**src/rtl/hazard_scoreboard_fwd_pkg.sv**
```systemverilog
// Shared core constants: datapath/register-file sizing, the x0 index and
// the nominal result latencies of the execution units.
package hazard_scoreboard_fwd_pkg;

  localparam int RV_XLEN  = 32;
  localparam int RV_NREG  = 32;
  localparam int RV_AW    = $clog2(RV_NREG);
  localparam int RV_LAT_W = 4;

  localparam logic [RV_AW-1:0] X0_IDX = {RV_AW{1'b0}};

  localparam logic [RV_LAT_W-1:0] LAT_ALU  = 4'd0;
  localparam logic [RV_LAT_W-1:0] LAT_LOAD = 4'd1;
  localparam logic [RV_LAT_W-1:0] LAT_MUL  = 4'd3;
  localparam logic [RV_LAT_W-1:0] LAT_DIV  = 4'd8;

  typedef logic [RV_AW-1:0] reg_idx_t;

endpackage

```
**src/rtl/hazard_scoreboard_fwd_if.sv**
```systemverilog
// Issue-side bundle between decode/issue (master) and the hazard unit (slave).
interface hazard_scoreboard_fwd_if
  import hazard_scoreboard_fwd_pkg::*;
#(
  parameter int XLEN  = RV_XLEN,
  parameter int AW    = RV_AW,
  parameter int NSRC  = 2,
  parameter int LAT_W = RV_LAT_W
);
  logic                 issue_valid;
  logic                 issue_regwrite;
  logic [AW-1:0]        issue_rd;
  logic [LAT_W-1:0]     issue_lat;
  logic [NSRC*AW-1:0]   issue_src;
  logic [NSRC-1:0]      issue_src_used;
  logic                 issue_stall;
  logic [NSRC*XLEN-1:0] src_raw_data;
  logic [NSRC*XLEN-1:0] src_data;

  modport master (
    output issue_valid, issue_regwrite, issue_rd, issue_lat,
           issue_src, issue_src_used, src_raw_data,
    input  issue_stall, src_data
  );

  modport slave (
    input  issue_valid, issue_regwrite, issue_rd, issue_lat,
           issue_src, issue_src_used, src_raw_data,
    output issue_stall, src_data
  );
endinterface

```
**src/rtl/hazard_scoreboard_fwd_mux_prio.sv**
```systemverilog
// One source operand: priority forward mux over NFWD ports (port 0 wins),
// falling back to register-file data; x0 always reads as zero.
module hazard_scoreboard_fwd_mux_prio #(
  parameter int XLEN = 32,
  parameter int AW   = 5,
  parameter int NFWD = 2
) (
  input  logic [AW-1:0]        src_i,
  input  logic [XLEN-1:0]      raw_i,
  input  logic [NFWD-1:0]      fwd_valid_i,
  input  logic [NFWD*AW-1:0]   fwd_rd_i,
  input  logic [NFWD*XLEN-1:0] fwd_data_i,
  output logic [XLEN-1:0]      data_o
);

  logic found_s;

  // Pick the youngest matching port; a port writing x0 never matches.
  always_comb begin
    data_o  = raw_i;
    found_s = 1'b0;
    for (int i = 0; i < NFWD; i++) begin
      if (!found_s && fwd_valid_i[i] &&
          (fwd_rd_i[i*AW +: AW] == src_i) &&
          (fwd_rd_i[i*AW +: AW] != {AW{1'b0}})) begin
        data_o  = fwd_data_i[i*XLEN +: XLEN];
        found_s = 1'b1;
      end else begin
        found_s = found_s;
      end
    end
    if (src_i == {AW{1'b0}}) begin
      data_o = {XLEN{1'b0}};
    end else begin
      data_o = data_o;
    end
  end

endmodule

```
**src/rtl/hazard_scoreboard_fwd.sv**
```systemverilog
// Register scoreboard with variable-latency countdown, RAW/WAW issue stall,
// saturating stall counter and per-source priority operand forwarding.
module hazard_scoreboard_fwd
  import hazard_scoreboard_fwd_pkg::*;
#(
  parameter  int XLEN  = RV_XLEN,
  parameter  int NREG  = RV_NREG,
  parameter  int NSRC  = 2,
  parameter  int NFWD  = 2,
  parameter  int LAT_W = RV_LAT_W,
  localparam int AW    = $clog2(NREG)
) (
  input  logic                  clk,
  input  logic                  rst_n,
  hazard_scoreboard_fwd_if.slave iss,
  input  logic [NFWD-1:0]       fwd_valid,
  input  logic [NFWD*AW-1:0]    fwd_rd,
  input  logic [NFWD*XLEN-1:0]  fwd_data,
  input  logic                  retire_valid,
  input  logic [AW-1:0]         retire_rd,
  input  logic                  flush,
  output logic [31:0]           stall_cycles
);

  logic [NREG-1:0]  busy_q, busy_d;
  logic [LAT_W-1:0] cnt_q [NREG];
  logic [LAT_W-1:0] cnt_d [NREG];
  logic [31:0]      stall_cycles_q, stall_cycles_d;
  logic [AW-1:0]    src_a  [NSRC];
  logic [XLEN-1:0]  data_a [NSRC];
  logic             raw_s, waw_s, stall_s, fire_s;

  function automatic logic [LAT_W-1:0] dec_sat(input logic [LAT_W-1:0] v);
    if (v != {LAT_W{1'b0}}) begin
      return v - {{(LAT_W-1){1'b0}}, 1'b1};
    end else begin
      return v;
    end
  endfunction

  // RAW on any pending source, WAW if an older write would land after this one.
  always_comb begin
    raw_s = 1'b0;
    for (int s = 0; s < NSRC; s++) begin
      if (iss.issue_src_used[s] && (src_a[s] != {AW{1'b0}}) &&
          busy_q[src_a[s]] && (cnt_q[src_a[s]] != {LAT_W{1'b0}})) begin
        raw_s = 1'b1;
      end else begin
        raw_s = raw_s;
      end
    end
    waw_s   = iss.issue_regwrite && (iss.issue_rd != {AW{1'b0}}) &&
              busy_q[iss.issue_rd] && (cnt_q[iss.issue_rd] > iss.issue_lat);
    stall_s = iss.issue_valid && (raw_s || waw_s);
    fire_s  = iss.issue_valid && !stall_s && iss.issue_regwrite &&
              (iss.issue_rd != {AW{1'b0}});
  end

  // Scoreboard next state: countdown, then retire, then fire (fire wins); flush clears all.
  always_comb begin
    for (int r = 0; r < NREG; r++) begin
      busy_d[r] = busy_q[r];
      cnt_d[r]  = busy_q[r] ? dec_sat(cnt_q[r]) : cnt_q[r];
    end
    if (flush) begin
      busy_d = {NREG{1'b0}};
      for (int r = 0; r < NREG; r++) begin
        cnt_d[r] = {LAT_W{1'b0}};
      end
    end else begin
      if (retire_valid && (retire_rd != {AW{1'b0}})) begin
        busy_d[retire_rd] = 1'b0;
        cnt_d[retire_rd]  = {LAT_W{1'b0}};
      end else begin
        busy_d = busy_d;
      end
      if (fire_s) begin
        busy_d[iss.issue_rd] = 1'b1;
        cnt_d[iss.issue_rd]  = iss.issue_lat;
      end else begin
        busy_d = busy_d;
      end
    end
    busy_d[0] = 1'b0;
    cnt_d[0]  = {LAT_W{1'b0}};
  end

  // Saturating count of cycles in which issue was held.
  always_comb begin
    if (stall_s && (stall_cycles_q != 32'hFFFF_FFFF)) begin
      stall_cycles_d = stall_cycles_q + 32'd1;
    end else begin
      stall_cycles_d = stall_cycles_q;
    end
  end

  // State registers.
  always_ff @(posedge clk or negedge rst_n) begin
    if (!rst_n) begin
      busy_q         <= {NREG{1'b0}};
      stall_cycles_q <= 32'd0;
      for (int r = 0; r < NREG; r++) begin
        cnt_q[r] <= {LAT_W{1'b0}};
      end
    end else begin
      busy_q         <= busy_d;
      stall_cycles_q <= stall_cycles_d;
      cnt_q          <= cnt_d;
    end
  end

  for (genvar s = 0; s < NSRC; s++) begin : g_src
    assign src_a[s] = iss.issue_src[s*AW +: AW];

    hazard_scoreboard_fwd_mux_prio #(
      .XLEN (XLEN),
      .AW   (AW),
      .NFWD (NFWD)
    ) u_mux (
      .src_i       (src_a[s]),
      .raw_i       (iss.src_raw_data[s*XLEN +: XLEN]),
      .fwd_valid_i (fwd_valid),
      .fwd_rd_i    (fwd_rd),
      .fwd_data_i  (fwd_data),
      .data_o      (data_a[s])
    );
  end

  // Pack per-source operands onto the interface bus.
  always_comb begin
    iss.src_data = {(NSRC*XLEN){1'b0}};
    for (int s = 0; s < NSRC; s++) begin
      iss.src_data[s*XLEN +: XLEN] = data_a[s];
    end
  end

  assign iss.issue_stall = stall_s;
  assign stall_cycles    = stall_cycles_q;

endmodule

```
**src/flat_wrapper.sv**
```systemverilog
// flat-port wrapper written by rule: the top's interface ports become plain ports
module hazard_scoreboard_fwd_flat import hazard_scoreboard_fwd_pkg::*;
#(
  parameter  int XLEN  = RV_XLEN,
  parameter  int NREG  = RV_NREG,
  parameter  int NSRC  = 2,
  parameter  int NFWD  = 2,
  parameter  int LAT_W = RV_LAT_W,
  localparam int AW    = $clog2(NREG)
)
  (clk, rst_n, fwd_valid, fwd_rd, fwd_data, retire_valid, retire_rd, flush, stall_cycles, iss_issue_valid, iss_issue_regwrite, iss_issue_rd, iss_issue_lat, iss_issue_src, iss_issue_src_used, iss_src_raw_data, iss_issue_stall, iss_src_data);
  hazard_scoreboard_fwd_if #(.XLEN(XLEN), .AW(AW), .NSRC(NSRC), .LAT_W(LAT_W)) iss_i ();
  input  logic clk;
  input  logic rst_n;
  input  logic [NFWD-1:0] fwd_valid;
  input  logic [NFWD*AW-1:0] fwd_rd;
  input  logic [NFWD*XLEN-1:0] fwd_data;
  input  logic retire_valid;
  input  logic [AW-1:0] retire_rd;
  input  logic flush;
  output logic [31:0] stall_cycles;
  input wire logic [$bits(iss_i.issue_valid)-1:0] iss_issue_valid;
  input wire logic [$bits(iss_i.issue_regwrite)-1:0] iss_issue_regwrite;
  input wire logic [$bits(iss_i.issue_rd)-1:0] iss_issue_rd;
  input wire logic [$bits(iss_i.issue_lat)-1:0] iss_issue_lat;
  input wire logic [$bits(iss_i.issue_src)-1:0] iss_issue_src;
  input wire logic [$bits(iss_i.issue_src_used)-1:0] iss_issue_src_used;
  input wire logic [$bits(iss_i.src_raw_data)-1:0] iss_src_raw_data;
  output wire logic [$bits(iss_i.issue_stall)-1:0] iss_issue_stall;
  output wire logic [$bits(iss_i.src_data)-1:0] iss_src_data;
  assign iss_i.issue_valid = iss_issue_valid;
  assign iss_i.issue_regwrite = iss_issue_regwrite;
  assign iss_i.issue_rd = iss_issue_rd;
  assign iss_i.issue_lat = iss_issue_lat;
  assign iss_i.issue_src = iss_issue_src;
  assign iss_i.issue_src_used = iss_issue_src_used;
  assign iss_i.src_raw_data = iss_src_raw_data;
  assign iss_issue_stall = iss_i.issue_stall;
  assign iss_src_data = iss_i.src_data;
  hazard_scoreboard_fwd #(.XLEN(XLEN), .NREG(NREG), .NSRC(NSRC), .NFWD(NFWD), .LAT_W(LAT_W)) u_core (.clk(clk), .rst_n(rst_n), .iss(iss_i), .fwd_valid(fwd_valid), .fwd_rd(fwd_rd), .fwd_data(fwd_data), .retire_valid(retire_valid), .retire_rd(retire_rd), .flush(flush), .stall_cycles(stall_cycles));
endmodule
```
**config.mk**
```make
export PLATFORM = sky130hd
export DESIGN_NAME = hazard_scoreboard_fwd_flat
export DESIGN_NICKNAME = d
export VERILOG_FILES = /design/src/rtl/hazard_scoreboard_fwd_pkg.sv /design/src/rtl/hazard_scoreboard_fwd_if.sv /design/src/rtl/hazard_scoreboard_fwd_mux_prio.sv /design/src/rtl/hazard_scoreboard_fwd.sv /design/src/flat_wrapper.sv
export SDC_FILE = /design/constraint.sdc
export NUM_CORES = 1
export LEC_CHECK = 0
export ABC_CLOCK_PERIOD_IN_PS = 17900
export CAP_MARGIN = 20
export CELL_PAD_IN_SITES_DETAIL_PLACEMENT = 1
export CELL_PAD_IN_SITES_GLOBAL_PLACEMENT = 1
export CORE_MARGIN = 2
export CORE_UTILIZATION = 35
export CTS_CLUSTER_SIZE = 14
export DETAILED_ROUTE_END_ITERATION = 10
export PLACE_DENSITY_LB_ADDON = 0.1
export SYNTH_ARGS = -nofsm -noshare
export SYNTH_HDL_FRONTEND = slang
export SYNTH_SLANG_ARGS = --single-unit
export TNS_END_PERCENT = 100
```
**constraint.sdc**
```tcl
create_clock -name clk -period 17.9 [get_ports clk]
set_input_delay 3.58 -clock clk [delete_from_list [all_inputs] [get_ports clk]]
set_output_delay 3.58 -clock clk [all_outputs]
set_load 0.02 [all_outputs]
```
==> flow_results.xml <==
<?xml version="1.0" encoding="UTF-8"?>
<metrics>
  <group name="status">
    <metric name="outcome" unit="">complete, no violations</metric>
  </group>
  <group name="grt">
    <metric name="grt_first_pass_wirelength" unit="um">100000</metric>
    <metric name="global_route.overflow_total" unit="">0</metric>
    <metric name="grt_usage" unit="%">28.1</metric>
    <metric name="grt_antenna_before_repair" unit="">0</metric>
    <metric name="grt_max_degree" unit="">84</metric>
    <metric name="via_count_of_the_first_global_routing_pass" unit="">15800</metric>
  </group>
  <group name="pwr">
    <metric name="p_leak" unit="nW">7.56</metric>
    <metric name="power.density_cell_area" unit="nW/um2">55.5</metric>
    <metric name="ir_worst_vdd" unit="V">0.0000578</metric>
    <metric name="p_total" unit="mW">1.08</metric>
  </group>
  <group name="final_layout">
    <metric name="area_growth_syn_to_layout" unit="%">23.7</metric>
    <metric name="final_instance_count_without_filler_cells" unit="">2575</metric>
    <metric name="num_antenna_cells" unit="">0</metric>
    <metric name="final_nets" unit="">2178</metric>
    <metric name="post_route_cells_drive_above_1_share" unit="%">9.03</metric>
    <metric name="final_non_filler_cell_area" unit="um2">19500</metric>
    <metric name="layout.filler_cells" unit="">5112</metric>
  </group>
  <group name="synthesis">
    <metric name="netlist_top_cells_count" unit="">dfrtp_1 (187), mux2i_1 (177), nand2_1 (165)</metric>
    <metric name="postSynth.asyncResetShare" unit="%">100</metric>
    <metric name="synth_sequential_area_ratio" unit="%">29.7</metric>
    <metric name="synth_cell_type_count" unit="">71</metric>
    <metric name="muxShareOfSynthArea" unit="%">18.4</metric>
    <metric name="synthCells" unit="">1777</metric>
    <metric name="synth_xor_xnor_area_share" unit="%">4.55</metric>
    <metric name="synth.avg_cell_area" unit="um2">8.88</metric>
    <metric name="synth_top_cell_area_share" unit="%">29.7</metric>
    <metric name="synth_compound_gate_area_share" unit="%">16.1</metric>
    <metric name="synth_area_leaders" unit="">dfrtp_1 (30%), mux2i_1 (11%), mux4_2 (6.6%)</metric>
    <metric name="post_synth_and_or_nand_nor_area_fraction" unit="%">23.5</metric>
    <metric name="synth-adder-area-share" unit="%">2.85</metric>
    <metric name="synth-edff-count" unit="">0</metric>
    <metric name="synthesis.area" unit="um2">15800</metric>
    <metric name="synthesis.nets" unit="">1985</metric>
    <metric name="ys_ff_latch" unit="">187</metric>
    <metric name="synth.most_common_cell" unit="">dfrtp_1</metric>
    <metric name="yosysWarnings" unit="">0</metric>
    <metric name="synth_area_leader_cell" unit="">dfrtp_1</metric>
    <metric name="synth_top_family_by_area" unit="">simple AND/OR/NAND/NOR gates</metric>
    <metric name="synth_ff_type" unit="">dfrtp_1</metric>
  </group>
  <group name="cts">
    <metric name="cts-root-to-sink-buffers" unit="">2</metric>
    <metric name="htree_num_levels" unit="">4</metric>
    <metric name="cts.sinks" unit="">187</metric>
    <metric name="cts_tree" unit="">yes</metric>
    <metric name="clk_pin_slew" unit="ns">0.07</metric>
    <metric name="clk_root_buffer_cell" unit="">clkbuf_16</metric>
    <metric name="cts_made_buffers" unit="">17</metric>
    <metric name="post_cts_hold_buffer_count" unit="">0</metric>
    <metric name="clock_insertion_delay_at_the_later_pin_of_the_skew_report" unit="ns">0.50</metric>
    <metric name="cts_setup_buffers" unit="">0</metric>
    <metric name="cts-resized-gates" unit="">0</metric>
  </group>
  <group name="critical_path">
    <metric name="cp_num_buf_inv" unit="">2</metric>
    <metric name="crit_path_end" unit="">iss_issue_stall</metric>
    <metric name="critical_path.endpoint_type" unit="">output pin</metric>
    <metric name="critPathKind" unit="">in -&gt; out</metric>
    <metric name="timing.critical_path.from_type" unit="">input pin</metric>
    <metric name="crit_path_max_fanout" unit="">48</metric>
    <metric name="worstSetupStartpoint" unit="">iss_issue_rd[1]</metric>
    <metric name="critPathMaxStageDelay" unit="ns">0.76</metric>
    <metric name="required" unit="ns">14.32</metric>
    <metric name="critical_path_arrival" unit="ns">7.29</metric>
    <metric name="depth_of_the_critical_timing_path_with_buffers_and_inverters_included" unit="">15</metric>
    <metric name="critical-path-top-delay-family" unit="">buffers and inverters</metric>
    <metric name="timing.rr.end" unit="">u_core.cnt_q[47]</metric>
    <metric name="cp_slowest_cell" unit="">buf_2</metric>
    <metric name="rrSetupSlack" unit="ns">13.48</metric>
    <metric name="worstPathCellList" unit="">buf_2 -&gt; nor2b_1 -&gt; a22oi_1 -&gt; nor2_1 -&gt; a21oi_1 -&gt; nand4_1 -&gt; ha_1 -&gt; nor2b_1 -&gt; o21a_1 -&gt; o21ai_0 -&gt; a21oi_1 -&gt; o41ai_2 -&gt; o221ai_4 -&gt; and2_1 -&gt; clkdlybuf4s50_1</metric>
    <metric name="timing.rr.start" unit="">u_core.cnt_q[105]</metric>
    <metric name="rr_worst_depth" unit="">14</metric>
  </group>
  <group name="placed_design">
    <metric name="post-place-cells" unit="">2542</metric>
    <metric name="portBuffers" unit="">268</metric>
    <metric name="post_place_setup_slack" unit="ns">7.06</metric>
    <metric name="gp_congestion" unit="">0.917</metric>
    <metric name="hpwl" unit="um">48600</metric>
    <metric name="dpl-instance-area" unit="um2">18900</metric>
  </group>
  <group name="sta">
    <metric name="maxClockFrequency" unit="MHz">92.0</metric>
    <metric name="final_hold_viol_count" unit="">0</metric>
    <metric name="slew_headroom" unit="%">23.3</metric>
    <metric name="post-route-period-util" unit="%">60.7</metric>
    <metric name="final.setup_skew" unit="ns">0.0151</metric>
    <metric name="finalWorstSetupSlack" unit="ns">7.03</metric>
    <metric name="final-setup-viol-count" unit="">0</metric>
    <metric name="timing.final.max_slew_violations" unit="">0</metric>
    <metric name="timing_worst_slew_pin_value" unit="ns">1.15</metric>
    <metric name="setup_repair_after_global_routing_missed_its_margin" unit="">no</metric>
    <metric name="final.min_clock_period" unit="ns">10.87</metric>
    <metric name="final.setup.tns" unit="ns">0</metric>
  </group>
  <group name="floorplanning">
    <metric name="floorplan.die_area" unit="um2">46800</metric>
    <metric name="floorplan.rows" unit="">77</metric>
    <metric name="initial_core_util" unit="%">35.6</metric>
    <metric name="num_io_pins" unit="">269</metric>
    <metric name="dieWidth" unit="um">216</metric>
    <metric name="area_of_the_core" unit="um2">44300</metric>
    <metric name="die_height" unit="um">216</metric>
  </group>
  <group name="routing">
    <metric name="detail_route.wl_per_cell" unit="um">25.4</metric>
    <metric name="wirelength" unit="um">65400</metric>
    <metric name="remaining_drc_errors" unit="">0</metric>
    <metric name="detail_route.iter0.violations" unit="">1013</metric>
    <metric name="antenna_left" unit="">0</metric>
    <metric name="drt-pass1-iter-count" unit="">5</metric>
    <metric name="route.vias.total" unit="">15300</metric>
    <metric name="drt-vias-per-instance" unit="">5.96</metric>
  </group>
  <group name="worst_hold_path">
    <metric name="timing.hold.worst.class" unit="">reg -&gt; reg</metric>
  </group>
  <group name="run">
    <metric name="max-cap-violations" unit="">0</metric>
  </group>
</metrics>
## routing by layer
metal  up-vias  GRT usage [%]  wire [um]
met4         0           8.97       1560
met1      7908           38.4      29600
met5         -              0          0
met2       402           45.5      31000
met3        76           4.24       3250
li1       6961              -          -
## state kept, by name (all words and copies together) (netlist names)
name,cells
u_core.stall_cycles,32
u_core.busy_q,31
u_core.cnt_q,124
## where the power goes
part	internal (mW)	total, mW	switching [mW]
Sequential	0.428	0.440	0.0120
Clock	0.228	0.417	0.189
Combinational	0.0986	0.225	0.126
## worst min path at each step
stage	slack, ns	start	to	depth (start not counted)
after floorplan	0.57	u_core.busy_q[16]	u_core.busy_q[16]	2
after global placement	0.48	u_core.stall_cycles[19]	u_core.stall_cycles[19]	1
after detailed placement	0.48	u_core.stall_cycles[24]	u_core.stall_cycles[24]	1
after CTS	0.50	u_core.stall_cycles[24]	u_core.stall_cycles[24]	1
after global routing	0.52	u_core.stall_cycles[14]	u_core.stall_cycles[14]	1
final	0.49	u_core.stall_cycles[24]	u_core.stall_cycles[24]	1
## layout by cell type (no fill, tap or decap), types with 8 or more instances in the layout
master,n
a22oi_1,19
buf_4,21
a21oi_1,59
inv_1,75
o21ai_0,83
nand2_1,165
nand3_1,39
clkdlybuf4s50_1,263
a211oi_1,65
nor2b_1,10
nor2_1,145
a211o_1,8
o211ai_1,20
and3_1,25
a21boi_0,46
nor3_1,54
or4_1,15
nor4_1,41
nand4b_1,13
or3_1,14
or4b_2,22
and4b_1,21
clkbuf_16,17
a21o_1,24
xor2_1,17
and2_1,10
xnor2_1,65
nand3b_1,8
ha_1,36
nand2b_1,24
dfrtp_1,187
or2_2,10
mux2i_1,177
nand4_1,17
o21ba_2,10
mux4_2,46
## kinds of logic after synthesis
| family | count (synthesis) |
|---|---|
| buffers and inverters | 192 |
| XOR/XNOR | 82 |
| AND/OR/NAND/NOR | 674 |
| adder cells (fa/ha/maj) | 36 |
| AO/OA/AOI/OAI | 375 |
| flip-flops | 187 |
| multiplexers | 231 |
## layout make-up
type	count	area (um2)	area share, %
clock buffers	19	453	2.32
clock inverters	13	163	0.833
inverters	76	285	1.46
multi-input cells	1398	10400	53.1
flip-flops and latches	187	4680	24.0
well taps	592	741	3.80
repair buffers	290	2830	14.5
## through the flow
step	util, %	hold WS (ns)
floorplan	-	0.566
global placement	42.6	0.485
detailed placement	42.6	0.484
CTS	44.0	0.501
global route	44.0	0.518
finish	44.0	0.493
No activity file was read; power rests on OpenSTA's default activity.
